### src/rtl/atm_pin_if.sv
// Keypad/controller bundle for the ATM PIN verifier.
// The controller side is the master; the verifier is the slave.
interface atm_pin_if #(
  parameter int PIN_DIGITS = 4
);
  logic                    session_start;
  logic                    session_end;
  logic [4*PIN_DIGITS-1:0] card_pin;
  logic                    key_valid;
  logic [3:0]              key_code;
  logic                    admin_unlock;
  logic                    pin_entered;
  logic                    pin_correct;
  logic                    locked;
  logic [1:0]              fail_count;
  logic [3:0]              digit_count;
  logic                    collecting;

  modport master (
    output session_start, session_end, card_pin,
    output key_valid, key_code, admin_unlock,
    input  pin_entered, pin_correct, locked,
    input  fail_count, digit_count, collecting
  );

  modport slave (
    input  session_start, session_end, card_pin,
    input  key_valid, key_code, admin_unlock,
    output pin_entered, pin_correct, locked,
    output fail_count, digit_count, collecting
  );
endinterface

### src/rtl/atm_pin_verifier.sv
// Keypad PIN collection and verification with a
// cross-session failure counter and lockout.
module atm_pin_verifier #(
  parameter int PIN_DIGITS     = 4,
  parameter int MAX_ATTEMPTS   = 3,
  parameter int TIMEOUT_CYCLES = 1000
) (
  input logic     clk,
  input logic     reset,
  atm_pin_if.slave bus
);
  localparam int W  = 4*PIN_DIGITS;
  localparam int CW = $clog2(TIMEOUT_CYCLES);
  localparam logic [1:0]    MAXF  = 2'(MAX_ATTEMPTS);
  localparam logic [3:0]    FULL  = 4'(PIN_DIGITS);
  localparam logic [CW-1:0] TLAST = CW'(TIMEOUT_CYCLES-1);

  typedef enum logic [1:0] {
    S_IDLE,
    S_COLLECT,
    S_LOCKED
  } state_t;

  state_t        r_state;
  logic [W-1:0]  r_entry;
  logic [W-1:0]  r_pin;
  logic [CW-1:0] r_idle;
  logic [1:0]    r_fail;
  logic [3:0]    r_digits;
  logic          r_entered;
  logic          r_correct;

  logic          w_digit;
  logic          w_clear;
  logic          w_enter;
  logic          w_full;
  logic          w_timeout;
  logic          w_verdict;
  logic          w_ok;
  logic [1:0]    w_fail_inc;
  logic [1:0]    w_fail_nx;
  logic [W-1:0]  w_shift;

  assign w_digit    = bus.key_valid && (bus.key_code <= 4'd9);
  assign w_clear    = bus.key_valid && (bus.key_code == 4'hA);
  assign w_enter    = bus.key_valid && (bus.key_code == 4'hB);
  assign w_full     = (r_digits == FULL);
  assign w_timeout  = !bus.key_valid && (r_idle == TLAST);
  assign w_shift    = (r_entry << 4) | W'(bus.key_code);
  assign w_fail_inc = (r_fail >= MAXF) ? MAXF : r_fail + 2'd1;

  // A timeout is always a wrong verdict, whatever was typed.
  assign w_verdict = (r_state == S_COLLECT) && !bus.admin_unlock
                  && !bus.session_end
                  && (w_timeout || (w_enter && w_full));
  assign w_ok      = !w_timeout && (r_entry == r_pin);
  assign w_fail_nx = w_ok ? 2'd0 : w_fail_inc;

  always_ff @(posedge clk) begin
    if (reset) begin
      r_state   <= S_IDLE;
      r_entry   <= '0;
      r_pin     <= '0;
      r_idle    <= '0;
      r_fail    <= '0;
      r_digits  <= '0;
      r_entered <= 1'b0;
      r_correct <= 1'b0;
    end else begin
      r_entered <= 1'b0;
      r_correct <= 1'b0;
      case (r_state)
        S_IDLE: begin
          if (bus.admin_unlock) r_fail <= '0;
          if (bus.session_start && !bus.session_end) begin
            r_pin    <= bus.card_pin;
            r_entry  <= '0;
            r_digits <= '0;
            r_idle   <= '0;
            r_state  <= S_COLLECT;
          end
        end
        S_COLLECT: begin
          if (bus.admin_unlock) begin
            r_fail <= '0;
            if (bus.key_valid) r_idle <= '0;
          end else if (bus.session_end) begin
            r_entry  <= '0;
            r_digits <= '0;
            r_idle   <= '0;
            r_state  <= S_IDLE;
          end else if (w_verdict) begin
            r_entered <= 1'b1;
            r_correct <= w_ok;
            r_fail    <= w_fail_nx;
            r_entry   <= '0;
            r_pin     <= '0;
            r_digits  <= '0;
            r_idle    <= '0;
            r_state   <= (w_fail_nx == MAXF) ? S_LOCKED : S_IDLE;
          end else if (bus.key_valid) begin
            r_idle <= '0;
            unique case (1'b1)
              w_digit: begin
                if (!w_full) begin
                  r_entry  <= w_shift;
                  r_digits <= r_digits + 4'd1;
                end
              end
              w_clear: begin
                r_entry  <= '0;
                r_digits <= '0;
              end
              default: ;
            endcase
          end else begin
            r_idle <= r_idle + CW'(1);
          end
        end
        S_LOCKED: begin
          if (bus.admin_unlock) begin
            r_fail  <= '0;
            r_state <= S_IDLE;
          end else if (bus.session_start && !bus.session_end) begin
            r_entered <= 1'b1;
            r_correct <= 1'b0;
            r_fail    <= w_fail_inc;
          end
        end
        default: r_state <= S_IDLE;
      endcase
    end
  end

  assign bus.pin_entered = r_entered;
  assign bus.pin_correct = r_correct;
  assign bus.locked      = (r_state == S_LOCKED);
  assign bus.collecting  = (r_state == S_COLLECT);
  assign bus.fail_count  = r_fail;
  assign bus.digit_count = r_digits;
endmodule

### src/flat_wrapper.sv
// flat-port wrapper written by rule: the top's interface ports become plain ports
module atm_pin_verifier_flat 
#(
  parameter int PIN_DIGITS     = 4,
  parameter int MAX_ATTEMPTS   = 3,
  parameter int TIMEOUT_CYCLES = 1000
)
  (clk, reset, bus_session_start, bus_session_end, bus_card_pin, bus_key_valid, bus_key_code, bus_admin_unlock, bus_pin_entered, bus_pin_correct, bus_locked, bus_fail_count, bus_digit_count, bus_collecting);
  atm_pin_if #(.PIN_DIGITS(PIN_DIGITS)) bus_i ();
  input logic clk;
  input logic reset;
  input wire logic [$bits(bus_i.session_start)-1:0] bus_session_start;
  input wire logic [$bits(bus_i.session_end)-1:0] bus_session_end;
  input wire logic [$bits(bus_i.card_pin)-1:0] bus_card_pin;
  input wire logic [$bits(bus_i.key_valid)-1:0] bus_key_valid;
  input wire logic [$bits(bus_i.key_code)-1:0] bus_key_code;
  input wire logic [$bits(bus_i.admin_unlock)-1:0] bus_admin_unlock;
  output wire logic [$bits(bus_i.pin_entered)-1:0] bus_pin_entered;
  output wire logic [$bits(bus_i.pin_correct)-1:0] bus_pin_correct;
  output wire logic [$bits(bus_i.locked)-1:0] bus_locked;
  output wire logic [$bits(bus_i.fail_count)-1:0] bus_fail_count;
  output wire logic [$bits(bus_i.digit_count)-1:0] bus_digit_count;
  output wire logic [$bits(bus_i.collecting)-1:0] bus_collecting;
  assign bus_i.session_start = bus_session_start;
  assign bus_i.session_end = bus_session_end;
  assign bus_i.card_pin = bus_card_pin;
  assign bus_i.key_valid = bus_key_valid;
  assign bus_i.key_code = bus_key_code;
  assign bus_i.admin_unlock = bus_admin_unlock;
  assign bus_pin_entered = bus_i.pin_entered;
  assign bus_pin_correct = bus_i.pin_correct;
  assign bus_locked = bus_i.locked;
  assign bus_fail_count = bus_i.fail_count;
  assign bus_digit_count = bus_i.digit_count;
  assign bus_collecting = bus_i.collecting;
  atm_pin_verifier #(.PIN_DIGITS(PIN_DIGITS), .MAX_ATTEMPTS(MAX_ATTEMPTS), .TIMEOUT_CYCLES(TIMEOUT_CYCLES)) u_core (.clk(clk), .reset(reset), .bus(bus_i));
endmodule
### config.mk
export PLATFORM = sky130hd
export DESIGN_NAME = atm_pin_verifier_flat
export DESIGN_NICKNAME = d
export VERILOG_FILES = /design/src/rtl/atm_pin_if.sv /design/src/rtl/atm_pin_verifier.sv /design/src/flat_wrapper.sv
export SDC_FILE = /design/constraint.sdc
export NUM_CORES = 1
export LEC_CHECK = 0
export CAP_MARGIN = 20
export CORE_UTILIZATION = 30
export CTS_CLUSTER_SIZE = 30
export DETAILED_ROUTE_END_ITERATION = 10
export GPL_ROUTABILITY_DRIVEN = 0
export RECOVER_POWER = 25
export SYNTH_ARGS = -nofsm -noshare
export SYNTH_HDL_FRONTEND = slang
export SYNTH_SLANG_ARGS = --single-unit
### constraint.sdc
create_clock -name clk -period 3.4 [get_ports clk]
set_input_delay 0.68 -clock clk [delete_from_list [all_inputs] [get_ports clk]]
set_output_delay 0.68 -clock clk [all_outputs]
set_load 0.02 [all_outputs]
# Word-level counts from Yosys, hierarchy flattened
# Index checks and enable logic that the tools add are counted.
# Widths: inputs -> output; s select.
[op_classes]
addsub = 3
order_cmp = 2
eq_ne = 22
muxes = 49
n_bitwise = 3
n_reduce_logical = 24
[ops]
columns = ["op", "n"]
rows = [
  ["$mux 16", 10],
  ["$pmux 16 s2", 3],
  ["$mux 10", 6],
  ["$mux 2", 13],
  ["$mux 4", 6],
  ["$pmux 10 s2", 1],
  ["$eq 16x16->1", 1],
  ["$or 16x4->16", 1],
  ["$pmux 4 s2", 2],
  ["$pmux 2 s3", 2],
  ["$add 10x1->10 const B", 1],
  ["$eq 10x10->1 const B", 1],
  ["$logic_and 1x1->1", 10],
  ["$reduce_and 5->1", 2],
  ["$ne 3x2->1 const B", 3],
  ["$eq 4x4->1 const B", 2],
  ["$ne 2x2->1 const B", 4],
  ["$ne 3x3->1 const B", 2],
  ["$reduce_and 6->1", 1],
  ["$mux 1", 5],
  ["$ne 5x2->1 const B", 1],
  ["$ne 5x5->1 const B", 1],
  ["$reduce_or 5->1", 1],
  ["$add 4x1->4 const B", 1],
  ["other kinds (17)", 23],
]
[word_totals]
reg_bits = 52
inputBits = 26
output_inout_bits = 10
word_cells = 111

# Longest topological paths before layout
# Gate-level depths: netlist (run 1).
[depth]
ltp_word = 11
ltp_mapped = 10
mapped_depth_nobuf = 7

# Worst setup path before layout (run 1)
# No wires, ideal clock.
[synth_timing]
kind = "input to register"
startpoint = "input bus_key_valid"
endpoint = "register u_core.r_pin[10]"
setup_ns = 0.115
t_arrival_ns = 2.304
required_time_ns = 3.285
setup_slack_ns = 0.981
stages = 6
n_path_buf = 1
path_cell_list = "or4b_4 > nor3_4 > o21ai_2 > a2111oi_4 > buf_6 > o21ai_2"
[synth_between]
elab_chain_len = 6
[synth_rtl]
columns = ["item", "line_no", "source"]
rows = [
  ["start: declaration", "flat_wrapper.sv:15", "input wire logic [$bits(bus_i.key_valid)-1:0] bus_key_valid;"],
  ["$logic_not 1->1 or $logic_and 1x1->1 (tied branches)", "atm_pin_verifier.sv:48, atm_pin_verifier.sv:46", ""],
  ["$logic_and 1x1->1, on equally long branches", "atm_pin_verifier.sv:48, atm_pin_verifier.sv:55", ""],
  ["$logic_or 1x1->1 (*)", "atm_pin_verifier.sv:55", "&& (w_timeout || (w_enter && w_full));"],
  ["$logic_and 1x1->1 (*)", "atm_pin_verifier.sv:55", ""],
  ["$ne 2x1->1 (no source line) (*)", "--", ""],
  ["$reduce_and 5->1 (no source line) (*)", "--", ""],
  ["end signal: assignment", "atm_pin_verifier.sv:76", "r_pin <= bus.card_pin;"],
  ["end: declaration", "atm_pin_verifier.sv:26", "logic [W-1:0] r_pin;"],
]
# Every way passes the cells marked *; elsewhere a longest branch is shown, timed or not.
# A chain may end at the register's enable or synchronous reset.

# Final worst setup path (run 1)
[layout_timing]
startpoint = "input bus_key_valid"
endpoint = "register u_core.r_pin[5]"
# Same word-level chain as after synthesis.

==> results of run 1 <==
-- state kept, by name, indices dropped and copies added, names as in the netlist --
register	count
u_core.r_entry	16
u_core.bus.digit_count	4
u_core.r_state	2
u_core.bus.pin_entered	1
u_core.r_pin	16
u_core.bus.pin_correct	1
u_core.bus.fail_count	2
u_core.r_idle	10
-- logic make-up after synthesis --
family | after synthesis | share of synthesized area, %
buffers and inverters | 32 | 4.97
XOR/XNOR | 25 | 8.06
AND/OR/NAND/NOR | 114 | 21.6
AO/OA/AOI/OAI | 87 | 23.4
multiplexers | 1 | 0.369
flip-flops | 52 | 38.3
adder cells (fa/ha/maj) | 7 | 3.22
-- path summary, 6_finish.rpt --
check,startpoint,endpoint,cells after the start
worst max-delay path,bus_key_valid,u_core.r_pin[5]$_SDFFE_PP0P_,7
worst min-delay path,u_core.r_pin[4]$_SDFFE_PP0P_,u_core.r_pin[4]$_SDFFE_PP0P_,2
worst max register to register,u_core.r_idle[0]$_SDFFE_PP0P_,u_core.r_pin[5]$_SDFFE_PP0P_,7
worst min register to register,u_core.r_pin[4]$_SDFFE_PP0P_,u_core.r_pin[4]$_SDFFE_PP0P_,2
-- layout make-up --
cell class              count  area (um^2)
well taps                 108          135
clock buffers               5         68.8
repair buffers             46          433
fillers                   925         5460
inverters                  13         48.8
multi-input cells         234         1530
flip-flops and latches     52         1040
clock inverters             3         42.5
-- power breakdown --
group	internal, mW	switching (mW)
Combinational	0.116	0.179
Sequential	0.630	0.0171
Clock	0.218	0.212
Total	0.963	0.409
-- critical path: stages --
cell and delay, ns:
dlygate4sd3_1 0.64, or4b_1 0.52, nor3_1 0.44, o21ai_2 0.18, a2111oi_4 0.37, buf_4 0.30
o21ai_0 0.12
-- through the flow --
stage          hold slack (ns)  power (mW)  cell area (um^2)  setup slack (ns)
2_1_floorplan            0.448       0.859              2720             0.981
3_3_place_gp             0.464       0.948              3200             0.399
3_5_place_dp             0.469       0.954              3200             0.332
4_1_cts                  0.483        1.38              3320             0.642
5_1_grt                  0.496        1.44              3300             0.205
6_report                 0.480        1.37              3300             0.345
-- cell usage in the layout (no fill, tap or decap), types with 10 or more instances in the layout --
cell	n
inv_1	13
xor2_1	16
nor2_1	16
o211ai_1	19
nand2_1	40
dfxtp_1	52
clkdlybuf4s50_1	25
o21ai_2	11
buf_4	11
a21oi_1	22
dlygate4sd3_1	10
nand3_1	20
-- layer usage --
layer | wire (um) | part of all wire, %
met1 | 3170 | 48
met3 | 281 | 4.2
met2 | 3080 | 47
met4 | 85 | 1.3
met5 | 0 | 0
==> flow_metrics.py, run 1 <==
metrics = {
    "synth": {
        "async_flop_share_pct": 0,
        "synth_commonest_cells": "dfxtp_1 (52), nand2_1 (40), a21oi_1 (22), nand3_1 (20), o211ai_1 (19)",
        "synth_edf_count": 0,
        "yosysMostFrequentCell": "dfxtp_1",
        "yosysSeqAreaShare_pct": 38.3,
        "synth_top_cell_by_area": "dfxtp_1",
        "syn_inst": 318,
        "syn-num-nets": 351,
        "syn_area_mm2": 0.00272,
        "synth_top_area_share_pct": 38.3,
        "synth_cell_type_count": 52,
        "synthTopCellsByArea": "dfxtp_1 (38%), nand2_1 (5.5%), o211ai_1 (5.3%), xor2_1 (5.2%), a21oi_1 (4.1%)",
        "ys_ff_latch": 52,
        "syn_area_per_cell_um2": 8.54,
        "ys_warn_count": 0,
        "synth_flop_cell": "dfxtp_1",
    },
    "finish": {
        "utilization_pct": 37.7,
        "fin_cells": 461,
        "areaGrowthSynthToFinish_pct": 21.5,
        "layout-drive-gt1-share_pct": 10.5,
        "nNetsFinal": 385,
        "diodes": 0,
    },
    "global_route": {
        "antenna_found_initial": 0,
        "grt_pass1_wl_mm": 11.2,
        "grt-busiest-layer": "met2",
        "use_met3_pct": 2.37,
        "grt_max_degree": 28,
        "overflow": 0,
        "track_usage_pct": 14.3,
        "grt_pass1_vias": 2299,
        "met2_usage_pct": 23.7,
        "gr-usage-met1_pct": 19.1,
    },
    "setup_path": {
        "required_ns": 3.59,
        "crit_path_start_kind": "input pin",
        "critical_path_class": "in2reg",
        "cp_max_fo": 16,
        "cp-end-kind": "register",
        "rrSetupSlack_ns": 0.76,
        "arrival_ns": 3.25,
    },
    "sta": {
        "setup_viol": 0,
        "hold_viol_final": 0,
        "finalSetupTns_ns": 0,
        "post-route-period-util_pct": 89.8,
        "fin_crit_ns": 3.05,
        "grt_setup_unrepaired": "false",
        "fmax_mhz": 327,
        "slew_violations": 0,
        "slew_headroom_pct": 48.1,
        "finClkSkew_ns": 0.0127,
        "tightest_slew_ns": 0.778,
    },
    "route": {
        "antenna_left": 0,
        "num_vias": 2439,
        "dr.pass1.iters": 4,
        "drt_iter0_markers": 122,
        "viasPerCell": 5.29,
        "drc": 0,
        "wl_per_cell_um": 14.3,
        "drt-total-wl_mm": 6.61,
    },
    "cts": {
        "clk_path_buf_depth": 2,
        "cts_sinks": 52,
        "h-tree-depth": 2,
        "cts_buffers": 5,
        "tritoncts": "yes",
        "cts.repair.resized": 0,
        "hold_buffers": 0,
        "post_cts_buffers": 0,
        "path_clk_slew_ns": 0.09,
        "root_buffer": "clkbuf_8",
        "clk_latency_ns": 0.31,
    },
    "die": {
        "rows": 34,
        "die_h_um": 97.2,
        "initial_core_util_pct": 31.0,
        "die_x_um": 97.2,
        "pin_count": 36,
        "design.die.area_mm2": 0.00944,
        "core_mm2": 0.00876,
    },
    "power_and_ir_drop": {
        "power.density_mw_per_mm2": 416,
        "peakVddDrop_mv": 0.199,
        "p_leak_nw": 1.19,
    },
    "place": {
        "io_buffers": 35,
        "detailed_place_hpwl_mm": 4.67,
        "dp.cells": 453,
    },
    "run": {
        "drv_cap": 0,
    },
    "min_path": {
        "hold_path_class": "reg2reg",
    },
    "outcome": {
        "outcome": "complete, no violations",
    },
}
Power figures use the tool's default switching activity.
==> run 2: changes to the inputs <==
--- a/config.mk
+++ b/config.mk
@@ -6,6 +6,7 @@
 export NUM_CORES = 1
 export LEC_CHECK = 0
 export CAP_MARGIN = 20
+export CORE_MARGIN = 5
 export CORE_UTILIZATION = 30
 export CTS_CLUSTER_SIZE = 30
 export DETAILED_ROUTE_END_ITERATION = 10
==> run 2 against run 1 <==
Non-clock buffer count unchanged. Via count decreased by 1.4%. Clock-buffer cell count unchanged.
==> flow_metrics.py, run 2 (synthesized netlist as in run 1, its figures left out) <==
metrics = {
    "route": {
        "num_vias": 2404,
        "dr.pass1.iters": 4,
        "drt_iter0_markers": 122,
        "drt-total-wl_mm": 6.74,
        "antenna_left": 0,
        "wl_met3_um": 179,
        "drt-met1-wl_mm": 3.26,
        "wl_per_cell_um": 14.6,
        "drc": 0,
        "met2_length_mm": 3.22,
        "routed.top_layer": "met4",
        "viasPerCell": 5.21,
    },
    "power_and_ir_drop": {
        "p_sw_share_pct": 30.0,
        "p_seq_share_pct": 47.0,
        "peakVddDrop_mv": 0.224,
        "p_switching_mw": 0.413,
        "power.internal_mw": 0.964,
        "comb_power_share_pct": 21.4,
        "power.density_mw_per_mm2": 417,
        "p_leak_nw": 1.18,
        "power_frac_clock_pct": 31.6,
    },
    "finish": {
        "reg_top3": "u_core.r_entry x16, u_core.r_pin x16, u_core.r_idle x10",
        "utilization_pct": 37.7,
        "areaGrowthSynthToFinish_pct": 21.5,
        "layout_commonest_cell": "dfxtp_1",
        "layout-drive-gt1-share_pct": 10.5,
        "fillers": 912,
        "postLayoutCellArea_mm2": 0.00330,
        "diodes": 0,
        "layout_common_cells": "dfxtp_1 (52), nand2_1 (40), clkdlybuf4s50_1 (26)",
        "nNetsFinal": 385,
    },
    "setup_path": {
        "crit_buf_inv": 3,
        "cp_max_fo": 16,
        "cp_cell_sequence": "clkdlybuf4s50_1, or4b_4, nor3_1, clkbuf_1, o211ai_1, buf_4, nand3_1, a21oi_1",
        "cp_slowest_cell": "or4b_4",
        "arrival_ns": 3.20,
        "crit_path_max_incr_delay_ns": 0.53,
        "cp_top_family": "buffers and inverters",
        "cp-end-kind": "register",
        "required_ns": 3.59,
        "crit_path_start_kind": "input pin",
        "critical_path_class": "in2reg",
    },
    "die": {
        "die_h_um": 105,
        "design.die.area_mm2": 0.0111,
        "core_mm2": 0.00876,
        "die_x_um": 105,
        "pin_count": 36,
        "rows": 34,
        "initial_core_util_pct": 31.0,
    },
    "outcome": {
        "outcome": "complete, no violations",
    },
    "place": {
        "io_buffers": 35,
        "detailed_place_hpwl_mm": 4.91,
        "place_ws_ns": 0.321,
        "dpl_cell_area_mm2": 0.00320,
    },
    "sta": {
        "grt_setup_unrepaired": "false",
        "slew_violations": 0,
        "tightest_slew_ns": 0.731,
        "post-route-period-util_pct": 88.4,
        "setup_viol": 0,
        "fmax_mhz": 333,
        "finClkSkew_ns": 0.0117,
        "setup_ws_ns": 0.395,
        "finalSetupTns_ns": 0,
        "fin_crit_ns": 3.00,
        "slew_headroom_pct": 51.2,
        "hold_slack_ns": 0.476,
        "hold_viol_final": 0,
    },
    "global_route": {
        "grt_pass1_wl_mm": 11.5,
        "grt_max_degree": 28,
        "antenna_found_initial": 0,
        "grt_pass1_vias": 2396,
        "track_usage_pct": 12.5,
        "overflow": 0,
    },
    "cts": {
        "cts_sinks": 52,
        "root_buffer": "clkbuf_8",
        "path_clk_slew_ns": 0.09,
        "hold_buffers": 0,
        "clk_latency_ns": 0.32,
        "clk_path_buf_depth": 2,
        "tritoncts": "yes",
        "cts_buffers": 5,
        "cts.repair.resized": 0,
        "h-tree-depth": 2,
        "post_cts_buffers": 0,
    },
    "min_path": {
        "hold_path_class": "reg2reg",
    },
    "run": {
        "drv_cap": 0,
    },
}
-- run 2: changes by cell type in the layout (fill, tap and decap cells not counted), sizes merged --
| cell | previous run | this run |
|---|---|---|
| clkbuf | 5 | 6 |
| clkdlybuf4s50 | 25 | 26 |
| buf | 11 | 10 |
| dlygate4sd3 | 10 | 9 |
-- run 2: per-layer routing --
layer / track usage, % / up-vias
met2: 20.1 / 38
met1: 16.9 / 1145
li1: - / 1213
met4: 4.38 / 0
met5: 0 / -
met3: 2.10 / 8
-- run 2: tightest hold or removal path, stage by stage (launching register included) --
cell,delay [ns]
dfxtp_1,0.33
nand2_1,0.05
o21ai_0,0.06
-- run 2: power by group through the flow --
stage	clock network [mW]	registers, mW	logic, mW
4_1_cts	0.447	0.648	0.293
3_3_place_gp	0	0.660	0.289
2_1_floorplan	0	0.658	0.201
5_1_grt	0.473	0.650	0.324
3_5_place_dp	0	0.662	0.292
6_report	0.435	0.647	0.294
-- run 2: final timing paths --
check / start / endpoint / slack (ns) / cells past startpoint
worst max-delay path: bus_key_valid / u_core.r_entry[15]$_SDFFE_PP0P_ / 0.40 / 8
worst min-delay path: u_core.r_pin[2]$_SDFFE_PP0P_ / u_core.r_pin[2]$_SDFFE_PP0P_ / 0.48 / 2
worst max register to register: u_core.r_idle[0]$_SDFFE_PP0P_ / u_core.r_entry[15]$_SDFFE_PP0P_ / 0.69 / 8
worst min register to register: u_core.r_pin[2]$_SDFFE_PP0P_ / u_core.r_pin[2]$_SDFFE_PP0P_ / 0.48 / 2
-- run 2: per-stage QoR --
stage                     instances  power, mW
after CTS                       461       1.39
after detailed placement        453      0.954
after floorplan                 318      0.859
after global placement          453      0.949
final                           461       1.38
after global routing            461       1.45
-- run 2: final cells by class --
| type | count | area (um^2) | share of cell area [%] |
|---|---|---|---|
| Clock buffer | 5 | 68.8 | 2.08 |
| Clock inverter | 3 | 42.5 | 1.29 |
| Tap cell | 108 | 135 | 4.09 |
| Timing Repair Buffer | 46 | 429 | 13.0 |
| Inverter | 13 | 48.8 | 1.48 |
| Sequential cell | 52 | 1040 | 31.5 |
| Multi-Input combinational cell | 234 | 1540 | 46.5 |
==> run 3: changes to the inputs <==
--- a/config.mk
+++ b/config.mk
@@ -10,8 +10,9 @@
 export CORE_UTILIZATION = 30
 export CTS_CLUSTER_SIZE = 30
 export DETAILED_ROUTE_END_ITERATION = 10
+export DONT_BUFFER_PORTS = 1
 export GPL_ROUTABILITY_DRIVEN = 0
-export RECOVER_POWER = 25
+export RECOVER_POWER = 100
 export SYNTH_ARGS = -nofsm -noshare
 export SYNTH_HDL_FRONTEND = slang
 export SYNTH_SLANG_ARGS = --single-unit
==> run 3 against run 2 <==
Design area is 13% lower. Cell count is 8.9% lower. Hold slack worse by 0.044 ns. Critical path depth is 1 lower. Global-route usage is 0.22 points lower. First-iteration DRC count is 15% lower. Clock skew is 0.00065 ns lower. Combinational power is 19% lower.
==> flow_metrics.py, run 3 (synthesized netlist as in run 1, its figures left out) <==
metrics = {
    "finish": {
        "nNetsFinal": 346,
        "layout-drive-gt1-share_pct": 6.73,
        "layout_common_cells": "dfxtp_1 (52), nand2_1 (40), a21oi_1 (22)",
        "reg_top3": "u_core.r_entry x16, u_core.r_pin x16, u_core.r_idle x10",
        "utilization_pct": 32.9,
        "postLayoutCellArea_mm2": 0.00288,
        "layout_commonest_cell": "dfxtp_1",
        "fin_cells": 420,
        "diodes": 0,
        "areaGrowthSynthToFinish_pct": 5.99,
    },
    "die": {
        "die_h_um": 105,
        "die_x_um": 105,
        "core_mm2": 0.00876,
        "pin_count": 36,
        "design.die.area_mm2": 0.0111,
        "initial_core_util_pct": 31.0,
        "rows": 34,
    },
    "sta": {
        "slew_headroom_pct": 48.1,
        "fmax_mhz": 343,
        "fin_crit_ns": 2.92,
        "tightest_slew_ns": 0.777,
        "hold_viol_final": 0,
        "post-route-period-util_pct": 85.7,
        "finalSetupTns_ns": 0,
        "slew_violations": 0,
        "setup_viol": 0,
        "hold_slack_ns": 0.432,
        "grt_setup_unrepaired": "false",
        "finClkSkew_ns": 0.0111,
    },
    "setup_path": {
        "crit_path_start_kind": "register",
        "arrival_ns": 3.14,
        "cp-end-kind": "register",
        "required_ns": 3.63,
        "critical_path_class": "reg2reg",
        "cp_max_fo": 18,
    },
    "min_path": {
        "hold_path_class": "in2reg",
    },
    "route": {
        "antenna_left": 0,
        "drt_iter0_markers": 104,
        "drc": 0,
        "viasPerCell": 5.42,
        "dr.pass1.iters": 4,
        "drt-total-wl_mm": 6.77,
        "wl_per_cell_um": 16.1,
        "num_vias": 2275,
    },
    "cts": {
        "h-tree-depth": 2,
        "hold_buffers": 0,
        "tritoncts": "yes",
        "cts_buffers": 5,
        "cts_sinks": 52,
        "cts.repair.resized": 0,
        "clk_latency_ns": 0.31,
        "path_clk_slew_ns": 0.10,
        "post_cts_buffers": 0,
        "clk_path_buf_depth": 2,
        "root_buffer": "clkbuf_8",
    },
    "power_and_ir_drop": {
        "p_leak_nw": 0.993,
        "power.density_mw_per_mm2": 449,
        "peakVddDrop_mv": 0.197,
    },
    "place": {
        "detailed_place_hpwl_mm": 4.78,
        "io_buffers": 0,
        "dpl_cell_area_mm2": 0.00282,
        "dp.cells": 414,
    },
    "global_route": {
        "track_usage_pct": 12.3,
        "grt_pass1_vias": 2170,
        "grt_pass1_wl_mm": 11.2,
        "antenna_found_initial": 0,
        "overflow": 0,
        "grt_max_degree": 29,
    },
    "run": {
        "drv_cap": 0,
    },
    "outcome": {
        "outcome": "complete, no violations",
    },
}
==> run 3: cell types whose count changed in the layout (fill, tap and decap cells not counted), moves of 5 or more <==
| cell | delta |
|---|---|
| o21ai_2 | -9 |
| o21ai_0 | +9 |
| clkdlybuf4s50_1 | -26 |
| dlygate4sd3_1 | -9 |
| buf_4 | -5 |
==> run 3: routing by layer <==
metal / part of all wire (%) / track usage [%] / vias to the layer above
met3: 5.1 / 2.77 / 7
met5: 0 / 0 / -
li1: - / - / 1137
met4: 1.1 / 3.74 / 0
met1: 48 / 17.2 / 1080
met2: 45 / 18.9 / 51
==> run 3: where the power goes <==
part / switching, mW / internal (mW)
registers: 0.0182 / 0.630
logic: 0.158 / 0.0790
clock network: 0.198 / 0.212
total: 0.374 / 0.920
==> run 3: cell type report <==
class,count,area [um^2]
clock buffers,5,68.8
well taps,108,135
fillers,936,5880
repair buffers,7,46.3
inverters,13,48.8
clock inverters,1,30.0
flip-flops and latches,52,1040
multi-input cells,234,1510
==> run 3: worst paths after layout <==
check | start | endpoint | slack, ns | cells after the start
worst max register to register | u_core.r_state[1]$_SDFFE_PP0P_ | u_core.bus.digit_count[0]$_SDFFE_PP0P_ | 0.48 | 7
worst max-delay path | u_core.r_state[1]$_SDFFE_PP0P_ | u_core.bus.digit_count[0]$_SDFFE_PP0P_ | 0.48 | 7
worst min register to register | u_core.r_entry[13]$_SDFFE_PP0P_ | u_core.r_entry[13]$_SDFFE_PP0P_ | 0.48 | 2
worst min-delay path | reset | u_core.bus.digit_count[1]$_SDFFE_PP0P_ | 0.43 | 1
==> run 3: critical path, cell delays in order, from the launching register on <==
cell and delay, ns:
dfxtp_1 0.35, inv_1 0.09, ha_1 0.55, nor2_1 0.23, a2111oi_0 0.59, a31o_1 0.62, o21ai_1 0.20, o31ai_1 0.22
==> run 3: through the flow <==
step	power [mW]	setup slack, ns
floorplan	0.859	0.981
global route	1.36	0.183
global placement	0.900	0.828
detailed placement	0.909	0.673
CTS	1.32	0.648
finish	1.29	0.485
